**src/rtl/char_feed_pkg.sv**
```systemverilog
// Shared definitions for the character-feed controller.
//   state_e : frame sequencer states
//   FILLER  : zero-symbol idle byte (symbol-count field 6), safe to feed the
//             decoder at any time without producing output symbols
package char_feed_pkg;

  typedef enum logic [1:0] {
    StIdle  = 2'd0,
    StRun   = 2'd1,
    StDrain = 2'd2
  } state_e;

  localparam logic [7:0] FILLER = 8'hC0;

endpackage

```
**src/rtl/sync_fifo.sv**
```systemverilog
// Show-ahead synchronous FIFO. The head entry is visible on rd_data
// combinationally; a write into an empty FIFO shows up the following cycle.
// Ports:
//   clk, rst        : clock, synchronous active-high reset
//   wr_en, wr_data  : write strobe and data (dropped when full)
//   rd_en           : pop the head entry (ignored when empty)
//   rd_data         : current head entry
//   full, empty     : status
//   level           : occupancy, 0..Depth
module sync_fifo #(
  parameter int unsigned Width = 8,
  parameter int unsigned Depth = 8,
  localparam int unsigned Aw   = $clog2(Depth)
) (
  input  logic             clk,
  input  logic             rst,
  input  logic             wr_en,
  input  logic [Width-1:0] wr_data,
  input  logic             rd_en,
  output logic [Width-1:0] rd_data,
  output logic             full,
  output logic             empty,
  output logic [Aw:0]      level
);

  logic [Width-1:0] mem_q [Depth];
  logic [Aw-1:0]    wr_ptr_q, rd_ptr_q;
  logic [Aw:0]      count_q;
  logic             do_wr, do_rd;

  assign full    = (count_q == (Aw+1)'(Depth));
  assign empty   = (count_q == '0);
  assign level   = count_q;
  assign rd_data = mem_q[rd_ptr_q];

  // A write to a full FIFO is dropped even when a pop happens in the same cycle.
  assign do_wr = wr_en && !full;
  assign do_rd = rd_en && !empty;

  always_ff @(posedge clk) begin
    if (do_wr) begin
      mem_q[wr_ptr_q] <= wr_data;
    end
  end

  // Pointers wrap naturally because Depth is a power of two.
  always_ff @(posedge clk) begin
    if (rst) begin
      wr_ptr_q <= '0;
      rd_ptr_q <= '0;
      count_q  <= '0;
    end else begin
      if (do_wr) begin
        wr_ptr_q <= wr_ptr_q + 1'b1;
      end
      if (do_rd) begin
        rd_ptr_q <= rd_ptr_q + 1'b1;
      end
      unique case ({do_wr, do_rd})
        2'b10:   count_q <= count_q + 1'b1;
        2'b01:   count_q <= count_q - 1'b1;
        default: count_q <= count_q;
      endcase
    end
  end

endmodule

```
**src/rtl/char_feed_ctrl.sv**
```systemverilog
// Sequencing controller for the character decoder. Buffers host bytes in a
// show-ahead FIFO and feeds one frame of `len` bytes to the decoder over a
// req/next handshake, substituting FILLER on underrun and while draining.
// Ports:
//   clk, rst                 : clock, synchronous active-high reset
//   wr_en, wr_data           : host byte write
//   start, len, abort        : frame control (start ignored while busy)
//   dec_req, dec_pdata       : request and byte presented to the decoder
//   dec_next                 : decoder consumes dec_pdata this cycle
//   busy, done               : frame in progress / one-cycle end pulse
//   fifo_full/empty/level    : FIFO status
//   overflow                 : sticky, write arrived while full
//   underrun_cnt             : saturating count of mid-frame filler consumes
module char_feed_ctrl
  import char_feed_pkg::*;
#(
  parameter int unsigned DEPTH = 8,
  parameter int unsigned LW    = 8,
  localparam int unsigned LvlW = $clog2(DEPTH) + 1
) (
  input  logic            clk,
  input  logic            rst,
  input  logic            wr_en,
  input  logic [7:0]      wr_data,
  input  logic            start,
  input  logic [LW-1:0]   len,
  input  logic            abort,
  output logic            dec_req,
  output logic [7:0]      dec_pdata,
  input  logic            dec_next,
  output logic            busy,
  output logic            done,
  output logic            fifo_full,
  output logic            fifo_empty,
  output logic [LvlW-1:0] fifo_level,
  output logic            overflow,
  output logic [7:0]      underrun_cnt
);

  state_e        state_q;
  logic [LW-1:0] remaining_q;
  logic          done_q;
  logic          overflow_q;
  logic [7:0]    underrun_q;
  logic [7:0]    head;
  logic          pop;

  sync_fifo #(
    .Width (8),
    .Depth (DEPTH)
  ) u_fifo (
    .clk     (clk),
    .rst     (rst),
    .wr_en   (wr_en),
    .wr_data (wr_data),
    .rd_en   (pop),
    .rd_data (head),
    .full    (fifo_full),
    .empty   (fifo_empty),
    .level   (fifo_level)
  );

  // Only real bytes are popped; filler consumes leave the FIFO untouched.
  assign pop = (state_q == StRun) && !fifo_empty && dec_next;

  assign dec_req      = (state_q != StIdle);
  assign dec_pdata    = (state_q == StRun && !fifo_empty) ? head : FILLER;
  // busy covers the done cycle so a start coinciding with done is ignored.
  assign busy         = (state_q != StIdle) || done_q;
  assign done         = done_q;
  assign overflow     = overflow_q;
  assign underrun_cnt = underrun_q;

  always_ff @(posedge clk) begin
    if (rst) begin
      state_q     <= StIdle;
      remaining_q <= '0;
      done_q      <= 1'b0;
      overflow_q  <= 1'b0;
      underrun_q  <= '0;
    end else begin
      done_q <= 1'b0;
      unique case (state_q)
        StIdle: begin
          if (start && !busy) begin
            remaining_q <= len;
            overflow_q  <= 1'b0;
            underrun_q  <= '0;
            state_q     <= (len != '0) ? StRun : StDrain;
          end
        end
        StRun: begin
          if (dec_next) begin
            if (!fifo_empty) begin
              remaining_q <= remaining_q - 1'b1;
              if (remaining_q == LW'(1)) begin
                state_q <= StDrain;
              end
            end else if (underrun_q != 8'hFF) begin
              underrun_q <= underrun_q + 1'b1;
            end
          end
          // The consume in the abort cycle above is still honoured.
          if (abort) begin
            state_q <= StDrain;
          end
        end
        StDrain: begin
          // One filler consume lets the decoder finish the last real symbol.
          if (dec_next) begin
            state_q <= StIdle;
            done_q  <= 1'b1;
          end
        end
        default: state_q <= StIdle;
      endcase
      // A dropped write in the start cycle still leaves the flag set.
      if (wr_en && fifo_full) begin
        overflow_q <= 1'b1;
      end
    end
  end

endmodule

```
**config.mk**
```make
export PLATFORM = sky130hd
export DESIGN_NAME = char_feed_ctrl
export DESIGN_NICKNAME = d
export VERILOG_FILES = /design/src/rtl/char_feed_pkg.sv /design/src/rtl/sync_fifo.sv /design/src/rtl/char_feed_ctrl.sv
export SDC_FILE = /design/constraint.sdc
export NUM_CORES = 1
export LEC_CHECK = 0
export ABC_CLOCK_PERIOD_IN_PS = 3730
export CAP_MARGIN = 20
export CORE_UTILIZATION = 40
export CTS_CLUSTER_DIAMETER = 60
export DETAILED_ROUTE_END_ITERATION = 8
export PLACE_DENSITY = 0.72
export SYNTH_ARGS = -nofsm -noshare
export SYNTH_HDL_FRONTEND = slang
export SYNTH_HIERARCHICAL = 1
export SYNTH_SLANG_ARGS = --single-unit
```
**constraint.sdc**
```tcl
create_clock -name clk -period 3.73 [get_ports clk]
set_input_delay 0.746 -clock clk [delete_from_list [all_inputs] [get_ports clk]]
set_output_delay 0.746 -clock clk [all_outputs]
set_load 0.05 [all_outputs]
```
==> results of run 1 <==
[kinds of logic after synthesis]
| family | Yosys count |
|---|---|
| muxes | 27 |
| AOI/OAI and AO/OA | 60 |
| and+or+nand+nor | 105 |
| buffers and inverters | 23 |
| xor gates and xnor gates | 7 |
| DFF | 97 |
| adders and majority gates | 8 |
[synth_stat cells, types with 2 or more instances]
cell	n
a211oi_1	2
nand4_1	3
nand2b_1	4
nor4_1	5
o21ai_0	12
dfxtp_1	33
and2_1	6
nand3b_1	3
nand2_1	16
a31oi_1	4
a21o_1	5
nor4bb_1	2
inv_1	7
and3_1	2
buf_6	4
a21oi_1	19
nand3_1	10
a41oi_1	3
nor2_1	21
clkbuf_1	10
or4_1	3
or3_1	4
mux2i_1	2
and3b_1	2
ha_1	8
edfxtp_1	64
a311oi_1	2
mux2_2	9
or4b_4	2
xor2_1	5
nor3_1	10
mux4_1	8
mux4_2	8
nor3b_1	3
[worst min-delay path, cell delays in order (launching register included)]
cell     delay, ns
dfxtp_1       0.32
o21ai_0       0.07
a21oi_1       0.06
[how the worst max path moves through the flow]
stage | start | cells after the start | end
after CTS | register | 5 | dec_pdata[3]
after floorplan | u_fifo/level[1] | 11 | u_fifo/level[2]
after global routing | u_fifo/level[0] | 5 | dec_pdata[2]
after detailed placement | dec_next | 10 | u_fifo/level[2]
final | register | 5 | dec_pdata[3]
after global placement | dec_next | 10 | u_fifo/level[2]
[through the flow]
stage	power, mW	area, µm²	hold slack [ns]	instances
finish	2.297	5266	0.4864	524
global route	2.380	5266	0.5171	524
CTS	2.314	5266	0.4831	524
detailed placement	1.549	5035	0.4679	508
global placement	1.541	5035	0.4649	508
floorplan	1.436	4385	0.4503	327
[routing by layer]
| layer | share of wire | vias up |
|---|---|---|
| met5 | 0 | - |
| met4 | 0.012 | 0 |
| met3 | 0.049 | 10 |
| met2 | 0.49 | 67 |
| met1 | 0.45 | 1406 |
| li1 | - | 1381 |
[state kept, by name, indices dropped and copies added, names as in the netlist, named ones only]
signal,flops
underrun_cnt,8
u_fifo/wr_ptr_q,3
done,1
remaining_q,8
u_fifo/mem_q,64
state_q,2
u_fifo/rd_ptr_q,3
overflow,1
u_fifo/level,4
[area by class of cell]
class                      instances  area [µm²]
clock buffer                       9       123.9
clock inverter                     7       107.6
fill                             912        5196
inverter                           7       26.28
multi-input combinational        207        1685
sequential                        97        2582
tap                              136       170.2
timing repair buffer              61       570.5
[power breakdown]
group / switching [mW] / total [mW] / internal (mW)
Combinational: 0.185 / 0.313 / 0.128
Clock: 0.382 / 0.773 / 0.391
Sequential: 0.0312 / 1.21 / 1.18
Total: 0.598 / 2.30 / 1.70
==> impl_metrics.json, run 1 <==
{
  "r2r-end": "u_fifo/level[2]",
  "grt_util_met1": 0.2148,
  "antenna_left": 0,
  "die_w_um": 106.6,
  "crit_chain": "buf_4 > mux4_1 > mux2_2 > and2_1 > clkdlybuf4s50_1",
  "hp-class": "register to register",
  "synth_area_leaders": "edfxtp_1 44%, dfxtp_1 15%, mux4_1 4.8%",
  "critPathSlowestCell": "clkdlybuf4s50_1",
  "leakage_nw": 1.760,
  "synthArstFlopShare": 0,
  "drc": 0,
  "synth.distinct_cells": 60,
  "pre_cts_slack_ns": 0.4744,
  "drive_gt1_frac": 0.1546,
  "hold_depth": 2,
  "numPortBuffers": 47,
  "diodes": 0,
  "synthMuxAreaShare": 0.1169,
  "layout_setup_ws_ns": 0.3177,
  "slew_headroom": 0.4669,
  "max_freq_mhz": 293.1,
  "synth_edf_count": 64,
  "hold_viol": 0,
  "synth_top_area_cell": "edfxtp_1",
  "ys_seq_area_frac": 0.5897,
  "die_area_um2": 11370,
  "syn_area_per_cell_um2": 13.39,
  "cts_buffer_depth": 2,
  "viasPerCell": 5.466,
  "cp.buffers_inverters": 2,
  "irDropWorstVdd_uv": 174.9,
  "synthSimpleGateAreaFrac": 0.1389,
  "wire_per_inst_um": 16.52,
  "root_buffer": "clkbuf_8",
  "setup_viol": 0,
  "grt_pass1_wl_um": 13890,
  "globalRouteTotalUtil": 0.1615,
  "fin_nets": 413,
  "grt.met3_usage": 0.03465,
  "syn_area_um2": 4379,
  "worstPathRequired_ns": 2.98,
  "cts_buffers": 9,
  "std_cell_rows": 37,
  "slew_violations": 0,
  "hold_end": "remaining_q[7]",
  "crit_path_max_incr_delay_ns": 0.69,
  "maxCapViolations": 0,
  "yosys_warnings": 6,
  "area_growth_pct": 20.26,
  "status": "finished clean",
  "cp-end-kind": "output port",
  "dpl.hpwl_um": 5777,
  "final_cell_mix": "64 x edfxtp_1, 45 x clkdlybuf4s50_1, 33 x dfxtp_1, 21 x nor2_1, 19 x a21oi_1",
  "start_util": 0.4186,
  "path_class": "register to output port",
  "p_per_area_nw_per_um2": 436.1,
  "vias": 2864,
  "cp_top_family": "buffers and inverters",
  "htree_levels": 3,
  "syn_inst": 327,
  "hold_buffers": 0,
  "wl_um": 8655,
  "chipHeight_um": 106.6,
  "r2r-start": "state_q[0]",
  "rsz0062_at_grt": "no",
  "first_pass_iters": 4,
  "grt_max_degree": 21,
  "skew_ns": 0.01430,
  "synth_xor_area_frac": 0.01571,
  "grt_pass1_vias": 2675,
  "start_kind": "register",
  "grt-busiest-layer": "met2",
  "tightest_slew_ns": 0.7924,
  "worstPathMaxFanout": 16,
  "gp_congestion": 0.8518,
  "synth_fa_ha_area_frac": 0.02286,
  "final_common_cell": "edfxtp_1",
  "synth_top_area_frac": 0.4389,
  "post_cts_resized": 0,
  "grt_overflow": 0,
  "cts_tree": "done",
  "synth_top_family_by_area": "simple AND/OR/NAND/NOR gates",
  "io_pins": 48,
  "reg2reg_depth": 11,
  "core_um2": 10460,
  "antenna_found_initial": 0,
  "yosys_register_bits": 97,
  "postCtsSetupRepairBufs": 0,
  "r2r_slack_ns": 0.87,
  "use_met2": 0.2608,
  "period_share": 0.9148,
  "clk_pin_slew_ns": 0.10,
  "synth_ff_type": "edfxtp_1",
  "min_period_ns": 3.412,
  "final_util": 0.5033,
  "synth.net_count": 357,
  "min_from": "remaining_q[7]",
  "drt_iter0_drc": 175,
  "synth_compound_area_frac": 0.08914,
  "clock_sinks": 97,
  "setup_tns_ns": 0,
  "crit_arrival_ns": 2.67,
  "clock_latency_ns": 0.36
}
No activity file was read; power rests on OpenSTA's default activity.
==> inputs of run 2 (changes only) <==
--- a/config.mk
+++ b/config.mk
@@ -10,6 +10,7 @@
 export CORE_UTILIZATION = 40
 export CTS_CLUSTER_DIAMETER = 60
 export DETAILED_ROUTE_END_ITERATION = 8
+export GPL_TIMING_DRIVEN = 0
 export PLACE_DENSITY = 0.72
 export SYNTH_ARGS = -nofsm -noshare
 export SYNTH_HDL_FRONTEND = slang
==> impl_metrics.json, run 2 (synthesized netlist as in run 1, its figures left out) <==
{
  "drt_iter0_drc": 265,
  "antenna_found_initial": 0,
  "crit_chain": "buf_6 > nor4_2 > nor2_2 > and2_1 > clkdlybuf4s50_1",
  "area_growth_pct": 19.57,
  "min_period_ns": 3.589,
  "cts_tree": "done",
  "critPathSlowestCell": "nor4_2",
  "start_kind": "register",
  "clk_pin_slew_ns": 0.09,
  "irDropWorstVdd_uv": 161.6,
  "clock_latency_ns": 0.37,
  "slew_headroom": 0.3754,
  "grt_pass1_vias": 2798,
  "comb_power_share": 0.150,
  "postCtsSetupRepairBufs": 0,
  "largest_reg_flops": 64,
  "status": "finished clean",
  "std_cell_rows": 37,
  "dpl.hpwl_um": 6380,
  "drc": 0,
  "maxCapViolations": 0,
  "clock_sinks": 97,
  "io_pins": 48,
  "path_class": "register to output port",
  "skew_ns": 0.009940,
  "hold_buffers": 0,
  "die_w_um": 106.6,
  "hold_viol": 0,
  "crit_arrival_ns": 2.84,
  "power.internal_mw": 1.571,
  "final_util": 0.5005,
  "finalInstanceArea_um2": 5236,
  "slew_violations": 0,
  "place_area_um2": 5065,
  "start_util": 0.4186,
  "cts_buffer_depth": 2,
  "tightest_slew_ns": 0.9291,
  "swShare": 0.2695,
  "htree_levels": 3,
  "power.switching_mw": 0.5796,
  "final_cell_mix": "64 x edfxtp_1, 45 x clkdlybuf4s50_1, 33 x dfxtp_1, 20 x nor2_1, 19 x a21oi_1",
  "globalRouteTotalUtil": 0.1707,
  "grt_overflow": 0,
  "hp-class": "register to register",
  "seq_power_share": 0.561,
  "layout_setup_ws_ns": 0.1409,
  "cts_buffers": 9,
  "root_buffer": "clkbuf_8",
  "viasPerCell": 5.534,
  "die_area_um2": 11370,
  "p_per_area_nw_per_um2": 410.7,
  "drive_gt1_frac": 0.1371,
  "antenna_left": 0,
  "largest_register": "u_fifo/mem_q",
  "grt_max_degree": 17,
  "vias": 2933,
  "rsz0062_at_grt": "no",
  "p_clk_frac": 0.289,
  "wl_um": 9213,
  "diodes": 0,
  "chipHeight_um": 106.6,
  "pre_cts_slack_ns": 0.2603,
  "cp-end-kind": "output port",
  "numPortBuffers": 47,
  "core_um2": 10460,
  "finalPower_mw": 2.151,
  "final_common_cell": "edfxtp_1",
  "first_pass_iters": 4,
  "leakage_nw": 1.727,
  "crit_path_max_incr_delay_ns": 0.82,
  "grt_pass1_wl_um": 14500,
  "setup_viol": 0,
  "fin_nets": 419,
  "max_freq_mhz": 278.6,
  "wire_per_inst_um": 17.38,
  "worstPathRequired_ns": 2.98,
  "setup_tns_ns": 0,
  "period_share": 0.9622,
  "worstPathMaxFanout": 8,
  "gp_congestion": 0.8844
}
run 2: area by class of cell:
type                            count  area, µm²
Clock inverter                      4      28.78
Clock buffer                       12      145.1
Sequential cell                    97       2582
Fill cell                         918       5226
Multi-Input combinational cell    207       1694
Inverter                            7      26.28
Timing Repair Buffer               52      500.5
Buffer                             15      88.84
Tap cell                          136      170.2
run 2: worst max-delay path: cells and delay by family, from the launching register on:
kind                   cells  cell delay, ns
AND/OR/NAND/NOR            3            1.29
buffers and inverters      2            0.85
flip-flops                 1            0.33
run 2: worst paths after layout:
check / start / end / slack [ns] / depth (start not counted)
worst max-delay path: u_fifo/level[1] / dec_pdata[2] / 0.14 / 5
worst min register to register: remaining_q[7] / remaining_q[7] / 0.49 / 2
worst min-delay path: remaining_q[7] / remaining_q[7] / 0.49 / 2
worst max register to register: state_q[1] / u_fifo/level[2] / 0.61 / 12
run 2: through the flow:
stage	hold WS [ns]	cells
after global routing	0.5198	530
after detailed placement	0.4722	515
after global placement	0.4661	510
final	0.4947	530
after floorplan	0.4503	327
after CTS	0.4881	530
run 2: power groups by stage:
stage                     Combinational, mW  Sequential (mW)  Clock (mW)
after global placement                0.309             1.23           0
final                                 0.323             1.21       0.621
after global routing                  0.349             1.21       0.676
after detailed placement              0.321             1.23           0
after CTS                             0.323             1.21       0.632
after floorplan                       0.197             1.24           0
run 2: repair_timing:
item | 4_1_cts | 5_1_grt
endpoints found under the setup margin | 7 | 6
pin swaps | 0 | 0
resized for setup | 3 | 2
endpoints found under the hold margin | 0 | 0
run 2: metal layers:
layer	GRT usage	wire length [µm]
met2	0.2719	4520
met1	0.2233	4079
met4	0.06947	201
met3	0.04255	412
met5	0	0
